### src/rtl/seq_det_param.sv
// ----------------------------------------------------------------------------
// seq_det_param
// Parametrised serial pattern detector for a single-bit stream. The pattern
// width is fixed by PAT_W; the pattern value is a run-time input. Detection
// can overlap (window keeps sliding after a match) or not (window is emptied
// after a match). Input bits are qualified by din_vld.
//
// Optional feature (macro SEQ_DET_CNT_EN): a saturating match counter with
// synchronous clear. When the macro is undefined, match_cnt is tied to 0 and
// clr_cnt is ignored.
//
// Parameters
//   PAT_W     pattern length in bits, 2..16
//   CNT_W     match counter width
//
// Ports
//   clk        in   system clock, rising edge
//   rst        in   synchronous reset, active-high
//   din_vld    in   din is sampled only when high
//   din        in   serial data bit
//   pattern    in   [PAT_W-1:0] target; pattern[PAT_W-1] is the first bit
//   mode_ovl   in   1 = overlapping, 0 = non-overlapping detection
//   clr_cnt    in   synchronous clear of match_cnt
//   dout       out  registered one-cycle match pulse
//   match_cnt  out  [CNT_W-1:0] saturating match count
//
// State table
//   state | meaning
//   IDLE  | window empty, fill = 0
//   FILL  | window partly loaded, 0 < fill < PAT_W
//   HUNT  | window full, fill = PAT_W, comparing every valid bit
// ----------------------------------------------------------------------------
module seq_det_param #(
    parameter int PAT_W = 3,
    parameter int CNT_W = 8
) (
    input  logic             clk,
    input  logic             rst,
    input  logic             din_vld,
    input  logic             din,
    input  logic [PAT_W-1:0] pattern,
    input  logic             mode_ovl,
    input  logic             clr_cnt,
    output logic             dout,
    output logic [CNT_W-1:0] match_cnt
);

    localparam int FILL_W = $clog2(PAT_W + 1);
    localparam logic [FILL_W-1:0] FILL_FULL = FILL_W'(PAT_W);
    localparam logic [FILL_W-1:0] FILL_LAST = FILL_W'(PAT_W - 1);

    typedef enum logic [1:0] {
        IDLE = 2'b00,
        FILL = 2'b01,
        HUNT = 2'b10
    } state_t;

    state_t            r_state;
    state_t            w_state_nxt;
    logic [PAT_W-1:0]  r_hist;
    logic [PAT_W-1:0]  w_hist_nxt;
    logic [FILL_W-1:0] r_fill;
    logic [FILL_W-1:0] w_fill_nxt;
    logic              r_dout;
    logic              w_match;
    logic [PAT_W-1:0]  w_window;
    logic              w_unused_hist_msb;

    // Candidate window: the stored history with the incoming bit appended.
    // The oldest stored bit falls off, so the history MSB is never compared.
    assign w_window          = {r_hist[PAT_W-2:0], din};
    assign w_unused_hist_msb = r_hist[PAT_W-1];

    always_comb begin
        w_state_nxt = r_state;
        w_hist_nxt  = r_hist;
        w_fill_nxt  = r_fill;
        w_match     = 1'b0;

        case (r_state)
            IDLE: begin
                if (din_vld) begin
                    w_hist_nxt  = w_window;
                    w_fill_nxt  = FILL_W'(1);
                    w_state_nxt = FILL;
                end
            end

            FILL: begin
                if (din_vld) begin
                    w_hist_nxt = w_window;
                    w_fill_nxt = r_fill + FILL_W'(1);
                    w_match    = (r_fill == FILL_LAST) && (w_window == pattern);
                    if (w_fill_nxt == FILL_FULL) begin
                        w_state_nxt = HUNT;
                    end
                end
            end

            HUNT: begin
                if (din_vld) begin
                    w_hist_nxt = w_window;
                    w_match    = (r_fill == FILL_FULL) && (w_window == pattern);
                end
            end

            default: begin
                // Unused encoding: recover to an empty window.
                w_state_nxt = IDLE;
                w_hist_nxt  = '0;
                w_fill_nxt  = '0;
            end
        endcase

        // Non-overlapping: a match consumes the whole window.
        if (w_match && !mode_ovl) begin
            w_state_nxt = IDLE;
            w_hist_nxt  = '0;
            w_fill_nxt  = '0;
        end
    end

    always_ff @(posedge clk) begin
        if (rst) begin
            r_state <= IDLE;
            r_hist  <= '0;
            r_fill  <= '0;
            r_dout  <= 1'b0;
        end else begin
            r_state <= w_state_nxt;
            r_hist  <= w_hist_nxt;
            r_fill  <= w_fill_nxt;
            r_dout  <= w_match;
        end
    end

    assign dout = r_dout;

`ifdef SEQ_DET_CNT_EN
    logic [CNT_W-1:0] r_cnt;

    // Clear wins over a simultaneous match; count saturates at all-ones.
    always_ff @(posedge clk) begin
        if (rst) begin
            r_cnt <= '0;
        end else if (clr_cnt) begin
            r_cnt <= '0;
        end else if (w_match && (r_cnt != {CNT_W{1'b1}})) begin
            r_cnt <= r_cnt + CNT_W'(1);
        end
    end

    assign match_cnt = r_cnt;
`else
    logic w_unused_clr;

    assign w_unused_clr = clr_cnt;
    assign match_cnt    = '0;
`endif

endmodule

### config.mk
export PLATFORM = sky130hd
export DESIGN_NAME = seq_det_param
export DESIGN_NICKNAME = d
export VERILOG_FILES = /design/src/rtl/seq_det_param.sv
export SDC_FILE = /design/constraint.sdc
export NUM_CORES = 1
export LEC_CHECK = 0
export CORE_AREA = 2 2 39 41
export DETAILED_ROUTE_END_ITERATION = 10
export DIE_AREA = 0 0 41 43
export GPL_TIMING_DRIVEN = 0
export PLACE_DENSITY = 0.7
export REMOVE_ABC_BUFFERS = 1
export SLEW_MARGIN = 5
export SYNTH_ARGS = -nofsm -noshare
export SYNTH_HDL_FRONTEND = slang
export SYNTH_SLANG_ARGS = --single-unit
export TNS_END_PERCENT = 5
### constraint.sdc
create_clock -name clk -period 2.3 [get_ports clk]
set_input_delay 0.69 -clock clk [delete_from_list [all_inputs] [get_ports clk]]
set_output_delay 0.69 -clock clk [all_outputs]
set_load 0.05 [all_outputs]
=== After elaboration in Yosys (flattened, before gate mapping) ===
Index checks and enable logic that the tools add are counted.

* Input bits: 9
* Output and inout port bits: 9
* Register bits after elaboration: 7
* Logic and storage cells: 35

* Reductions and logical operators: 10
* $add $sub $neg: 1
* Equality and inequality tests: 9
* Muxes and demuxes: 9
* Bitwise operators: 2

{| class="wikitable"
|+ Operator list
! kind !! number
|-
| 2-bit case mux with 3 select lines || 2
|-
| 2-bit equality test, second input constant || 4
|-
| 2-bit 2-to-1 mux || 4
|-
| 2-bit != test, second input constant || 3
|-
| 3-bit OR reduction || 2
|-
| 4-bit AND reduction || 1
|-
| 3-bit equality test || 1
|-
| 1-bit logical AND || 3
|-
| 3-bit AND reduction || 1
|-
| 2-bit by 1-bit adder with 2-bit output, second input constant || 1
|-
| 2-bit by 1-bit equality test with 1-bit output, second input constant || 1
|-
| 2-bit zero test || 1
|-
| 1-bit 2-to-1 mux || 2
|-
| 1-bit NOT || 2
|-
| 1-bit case mux with 2 select lines || 1
|-
| 2-bit OR reduction || 1
|-
| 1-bit zero test || 1
|}

=== Longest topological paths before layout ===
Gate-level depths: netlist (run 1).

* Word-level depth: 6
* Gate-level depth with buffers: 6
* Gate-level depth less buffers: 6

=== Worst setup path before layout (run 1) ===
Ideal clock, no wire load.

* Kind: input -> register
* Start point: in din
* End point: reg r_hist[0]
* Cell stages on the path: 4
* Setup time: 0.133 ns
* Path buffers: 0
* Arrival: 1.461 ns
* Slack: 0.706 ns
* Cell sequence: xnor2_1 nand3_1 o41ai_4 nor3_1

* Longest elaborated chain between the ends: 6

{| class="wikitable"
|+ Ends and longest elaborated chain
! item !! line !! text
|-
| start, declared || 40 || <nowiki>input logic din,</nowiki>
|-
| 3-bit equality test || 93, 103 ||
|-
| 1-bit logical AND, on equally long branches || 103, 93 ||
|-
| 1-bit 2-to-1 mux, on equally long branches || 101, 90 ||
|-
| 1-bit case mux with 2 select lines || 80 || <nowiki>case (r_state)</nowiki>
|-
| 1-bit logical AND || 116 || <nowiki>if (w_match && !mode_ovl) begin</nowiki>
|-
| 3-bit OR reduction (no line) || - ||
|-
| end signal, assigned || 131 || <nowiki>r_hist <= w_hist_nxt;</nowiki>
|-
| end, declared || 60 || <nowiki>logic [PAT_W-1:0] r_hist;</nowiki>
|}

Several ways; a longest one is shown, not always the timed one.
A chain may end at the register's enable or synchronous reset.

=== Worst setup path in the final report (run 1) ===
* Start point: reg r_dout (netlist: dout)
* End point: out dout

{| class="wikitable"
|+ RTL lines
! item !! line !! text
|-
| start, declared || 64 || <nowiki>logic r_dout;</nowiki>
|-
| start signal, assigned || 133 || <nowiki>r_dout <= w_match;</nowiki>
|-
| end, declared || 44 || <nowiki>output logic dout,</nowiki>
|}

No word-level cell between the ends.

==> impl_metrics.ini, run 1 <==
[run_status]
status = finished, final reports clean

[timing]
fin_crit_ns = 2.02
tns_ns = 0
hold_violations = 0
timing.fmax_mhz = 494
finalCritPeriodShare = 0.880
setup_viol = 0
clock_skew_ns = 0.000977
drv_slew = 0
rsz0062_at_grt = no

[clock_tree]
clk_latency_ns = 0.25
path_clk_slew_ns = 0.05
post_cts_resize_count = 0
clockBufferDepth = 2
cts_hold_buf = 0
post-cts-setup-buffers = 0
cts_inserted_buffers = 3
cts_tree = done
root_buffer = clkbuf_4
cts.sinks = 7
h-tree-depth = 1

[logic_synthesis]
synth_commonest_cells = buf_4 (8), dfxtp_1 (7), ha_1 (6)
synth_most_common_cell = buf_4
synth-async-reset-ratio = 0
synth_area_leaders = dfxtp_1 (27%), ha_1 (15%), buf_4 (12%), mux2i_1 (5.9%), o41ai_4 (5.4%)
syn_inst = 57
syn_area_um2 = 510
ys_ff_latch = 7
synth_top_cell_area_share = 0.275
synth_top_cell_by_area = dfxtp_1
yosys_warnings = 0
synth_edf_count = 0
synth_ff_type = dfxtp_1
ys_seq_area_frac = 0.275
syn_avg_cell_area_um2 = 8.96
synth_cell_types = 21

[detailed_routing]
totalWireLength_um = 871
vias_per_cell = 4.55
drtPass1Iterations = 3
drc_errors = 0
vias = 378
ant_nets = 0
drt_iter0_drc = 8
wl_per_cell_um = 10.5

[final_layout]
nets = 83
n_fill_cell = 149
final_area_um2 = 599
syn2layout_area_growth_pct = 17.4
n_antenna_cell = 0
drive_gt1_frac = 0.0746

[pwr]
vdd_drop_max_uv = 420
leakagePower_nw = 0.266
p_per_area_mw_per_mm2 = 845

[critical_path]
path_buf_inv = 1
crit_path_start_kind = flip-flop
r2r-start = r_state[0]$_SDFFE_PP0P_
crit_required_ns = 1.61
worstPathCellList = clkdlybuf4s50_1
cp_slowest_stage_delay_ns = 0.79
regToRegEndpoint = r_hist[0]$_SDFFE_PP0P_
critPathMaxFanout = 1
path_delay_family = buffers and inverters
worstSetupPathType = reg -> out
regToRegSetupSlack_ns = 0.47
cp_slowest_cell = clkdlybuf4s50_1
r2r.worst_path.cells = 6
cp-end-kind = output pin
worstPathArrival_ns = 1.33

[placed_design]
gp_congestion = 0.807
portBuffers = 8
hpwl_um = 699
place_area_um2 = 573

[die]
die_height_um = 43
num_io_pins = 18
dieArea_mm2 = 0.00176
start_util = 0.369
die_w_um = 41
rows = 14
coreArea_mm2 = 0.00138

[worst_hold_path]
hp-class = reg -> reg
hold_depth = 2
hold_path_end = r_fill[1]$_SDFFE_PP0P_
min-delay-start = r_fill[1]$_SDFFE_PP0P_

[global_routing]
grt_max_degree = 7
antenna_found_initial = 0
gr-usage-all-layers = 0.127
globalRoute.totalOverflow = 0
grt_pass1_wl_um = 1390
grt_pass1_vias = 342

[job]
maxCapViolCount = 0
## cell families after synthesis
logic type,count (synthesis),synth area share
xor gates and xnor gates,4,0.0686
and+or+nand+nor,12,0.118
other,1,0.00735
AOI/OAI and AO/OA,9,0.142
DFF,7,0.275
buffers and inverters,14,0.162
adders and majority gates,6,0.147
muxes,4,0.0809
## tightest hold or removal path, cell delays in order (launching register included)
cell     delay (ns)
dfxtp_1        0.35
mux2i_1        0.08
nor2_1         0.07
## through the flow
step | util | total power [W] | hold WS [ns] | std cells | worst slack [ns]
floorplan | - | 0.000350 | 0.488 | 55 | 0.706
global placement | 0.414 | 0.000395 | 0.515 | 79 | 0.103
detailed placement | 0.414 | 0.000398 | 0.528 | 79 | 0.0976
global route | 0.433 | 0.000558 | 0.565 | 83 | 0.225
finish | 0.433 | 0.000507 | 0.530 | 83 | 0.276
CTS | 0.433 | 0.000514 | 0.540 | 83 | 0.265
## layer usage
metal,share of wire,track usage,routed length (µm)
met1,0.38,0.113,330
met2,0.49,0.206,425
met3,0.099,0.0524,86
met4,0.033,0.100,29
met5,0,0,0
## placed cells by master (no fill, tap or decap)
cell | netlist | final
xor2_1 | 1 | 1
mux2_2 | 1 | 1
a211oi_1 | 1 | 1
nor2_1 | 3 | 3
clkbuf_4 | 0 | 3
o21ai_0 | 2 | 2
conb_1 | 1 | 8
a21oi_1 | 4 | 4
mux2i_1 | 3 | 3
o41ai_4 | 1 | 1
nand2b_1 | 1 | 1
clkbuf_1 | 1 | 1
ha_1 | 6 | 6
nor4_1 | 1 | 1
inv_1 | 5 | 5
dfxtp_1 | 7 | 7
clkdlybuf4s50_1 | 0 | 8
nor3_1 | 2 | 2
nor2b_1 | 1 | 1
nand3_1 | 4 | 4
a21o_1 | 1 | 1
xnor2_1 | 3 | 3
## sequential cells by signal, indices dropped and copies added, names as in the netlist
| signal | cells |
|---|---|
| r_hist | 2 |
| r_fill | 2 |
| dout | 1 |
| r_state | 2 |
## worst max-delay path by stage
stage                     cells after the start                      to       startpoint  slack (ns)
after floorplan                               4  r_hist[0]$_SDFFE_PP0P_              din        0.71
after global placement                        5  r_hist[1]$_SDFFE_PP0P_              din        0.10
after detailed placement                      5  r_hist[1]$_SDFFE_PP0P_              din         0.1
after CTS                                     1                    dout  dout$_SDFF_PP0_        0.27
after global routing                          1                    dout  dout$_SDFF_PP0_        0.22
final                                         1                    dout  dout$_SDFF_PP0_        0.28
## power by group
part | internal (W) | total, W | leakage, nW | switching, W
combinational | 0.0000927 | 0.000223 | 0.193 | 0.000131
sequential | 0.000144 | 0.000172 | 0.0573 | 0.0000279
clock | 0.0000662 | 0.000111 | 0.0150 | 0.0000452
total | 0.000303 | 0.000507 | 0.266 | 0.000204
## final cells by class
class	instances	area, µm²	area share
tap	16	20.0	0.0334
sequential	7	140	0.234
timing repair buffer	8	80.1	0.134
multi-input combinational	43	314	0.524
inverter	5	18.8	0.0313
clock buffer	4	26.3	0.0438
(Power assumes the default switching activity.)
==> run 2: changes to the inputs <==
CTS_CLUSTER_SIZE = 12   (was unset)
SETUP_SLACK_MARGIN = 0.5   (was unset)
clock period = 2 ns   (was 2.3 ns; I/O delays follow)
==> impl_metrics.ini, run 2 (synthesized netlist as in run 1, its figures left out) <==
[global_routing]
gr-usage-all-layers = 0.153
grt_pass1_wl_um = 1700
grt_pass1_vias = 399
grt_max_degree = 7
antenna_found_initial = 0
globalRoute.totalOverflow = 0

[die]
die_w_um = 41
start_util = 0.369
num_io_pins = 18
rows = 14
coreArea_mm2 = 0.00138
die_height_um = 43
dieArea_mm2 = 0.00176

[final_layout]
drive_gt1_frac = 0.400
final_area_um2 = 722
syn2layout_area_growth_pct = 41.4
reg_top3 = r_fill: 2 flops, r_hist: 2 flops, r_state: 2 flops
n_antenna_cell = 0
layout_common_cells = conb_1 (8), buf_4 (8), dfxtp_1 (5)
nets = 91

[worst_hold_path]
hp-class = reg -> reg
min-delay-start = r_fill[1]$_SDFFE_PP0P_
hold_depth = 2
hold_path_end = dout$_SDFF_PP0_

[timing]
hold_violations = 0
setup_viol = 0
timing.fmax_mhz = 626
drv_slew = 0
clock_skew_ns = 0.00310
fin_crit_ns = 1.60
rsz0062_at_grt = yes
finalCritPeriodShare = 0.799

[placed_design]
gp_congestion = 0.807
place_area_um2 = 573
portBuffers = 8
hpwl_um = 699

[detailed_routing]
drc_errors = 0
drtPass1Iterations = 2
vias_per_cell = 4.65
wl_per_cell_um = 13.3
ant_nets = 0
totalWireLength_um = 1210
drt_iter0_drc = 6
vias = 423

[clock_tree]
h-tree-depth = 1
clockBufferDepth = 2
root_buffer = clkbuf_4
cts_tree = done
cts.sinks = 7
clk_latency_ns = 0.26
cts_inserted_buffers = 3
path_clk_slew_ns = 0.05

[pwr]
vdd_drop_max_uv = 546
leakagePower_nw = 0.322
p_per_area_mw_per_mm2 = 1030
power_w = 0.000743

[critical_path]
crit_path_start_kind = flip-flop
cp-end-kind = flip-flop
critPathMaxFanout = 5
r2r-start = r_state[0]$_SDFFE_PP0P_
worstPathArrival_ns = 1.74
worstSetupPathType = reg -> reg
regToRegSetupSlack_ns = 0.40
r2r.worst_path.cells = 7
crit_required_ns = 2.14
regToRegEndpoint = r_hist[0]$_SDFFE_PP0P_

[run_status]
status = finished, final reports clean

[job]
maxCapViolCount = 0
## run 2: worst max-delay path, cell delays in order, from the launching register on
cell and delay, ns:
dfxtp_4 0.38, inv_4 0.05, ha_4 0.16, xnor2_2 0.14
nand3_2 0.12, o41ai_4 0.37, buf_4 0.21, nor3_2 0.05
## run 2: what timing repair did
item,4_1_cts,5_1_grt
buffers inserted,4,4
resized for setup,22,12
setup endpoints to repair,7,6
pin swaps,4,6
hold buffers,0,0
## run 2: layer usage
layer	part of all wire	vias to the layer above	track usage
met5	0	-	0
met1	0.35	195	0.132
met4	0.028	0	0.100
met3	0.060	4	0.0524
li1	-	208	-
met2	0.56	16	0.269
## run 2: how the worst max path moves through the flow
stage | startpoint | to | slack, ns | depth (start not counted)
floorplan | r_state[0]$_SDFFE_PP0P_ | r_hist[0]$_SDFFE_PP0P_ | 0.41 | 6
global placement | din | r_hist[1]$_SDFFE_PP0P_ | -0.11 | 5
detailed placement | din | r_hist[1]$_SDFFE_PP0P_ | -0.11 | 5
CTS | r_state[1]$_SDFFE_PP0P_ | r_hist[1]$_SDFFE_PP0P_ | 0.49 | 6
global route | r_state[0]$_SDFFE_PP0P_ | r_hist[0]$_SDFFE_PP0P_ | 0.34 | 7
finish | r_state[0]$_SDFFE_PP0P_ | r_hist[0]$_SDFFE_PP0P_ | 0.40 | 7
## run 2: layout make-up
| cell class | instances | area (µm²) |
|---|---|---|
| fillers | 131 | 662 |
| inverters | 5 | 21.3 |
| well taps | 16 | 20.0 |
| flip-flops and latches | 7 | 148 |
| repair buffers | 16 | 125 |
| clock buffers | 4 | 26.3 |
| multi-input cells | 43 | 382 |
## run 2: per-stage QoR
step | worst slack, ns | utilization | hold WS (ns) | std cells | setup TNS, ns
4_1_cts | 0.491 | 0.481 | 0.527 | 87 | 0
5_1_grt | 0.337 | 0.522 | 0.564 | 91 | 0
3_3_place_gp | -0.107 | 0.414 | 0.515 | 79 | -0.600
3_5_place_dp | -0.112 | 0.414 | 0.528 | 79 | -0.583
2_1_floorplan | 0.412 | - | 0.488 | 55 | 0
6_report | 0.401 | 0.522 | 0.551 | 91 | 0
## run 2: power breakdown
part	total (W)	switching (W)	internal (W)	leakage (nW)
clock network	0.000132	0.0000553	0.0000763	0.0150
registers	0.000214	0.0000387	0.000175	0.0587
logic	0.000397	0.000212	0.000185	0.248
total	0.000743	0.000306	0.000436	0.322
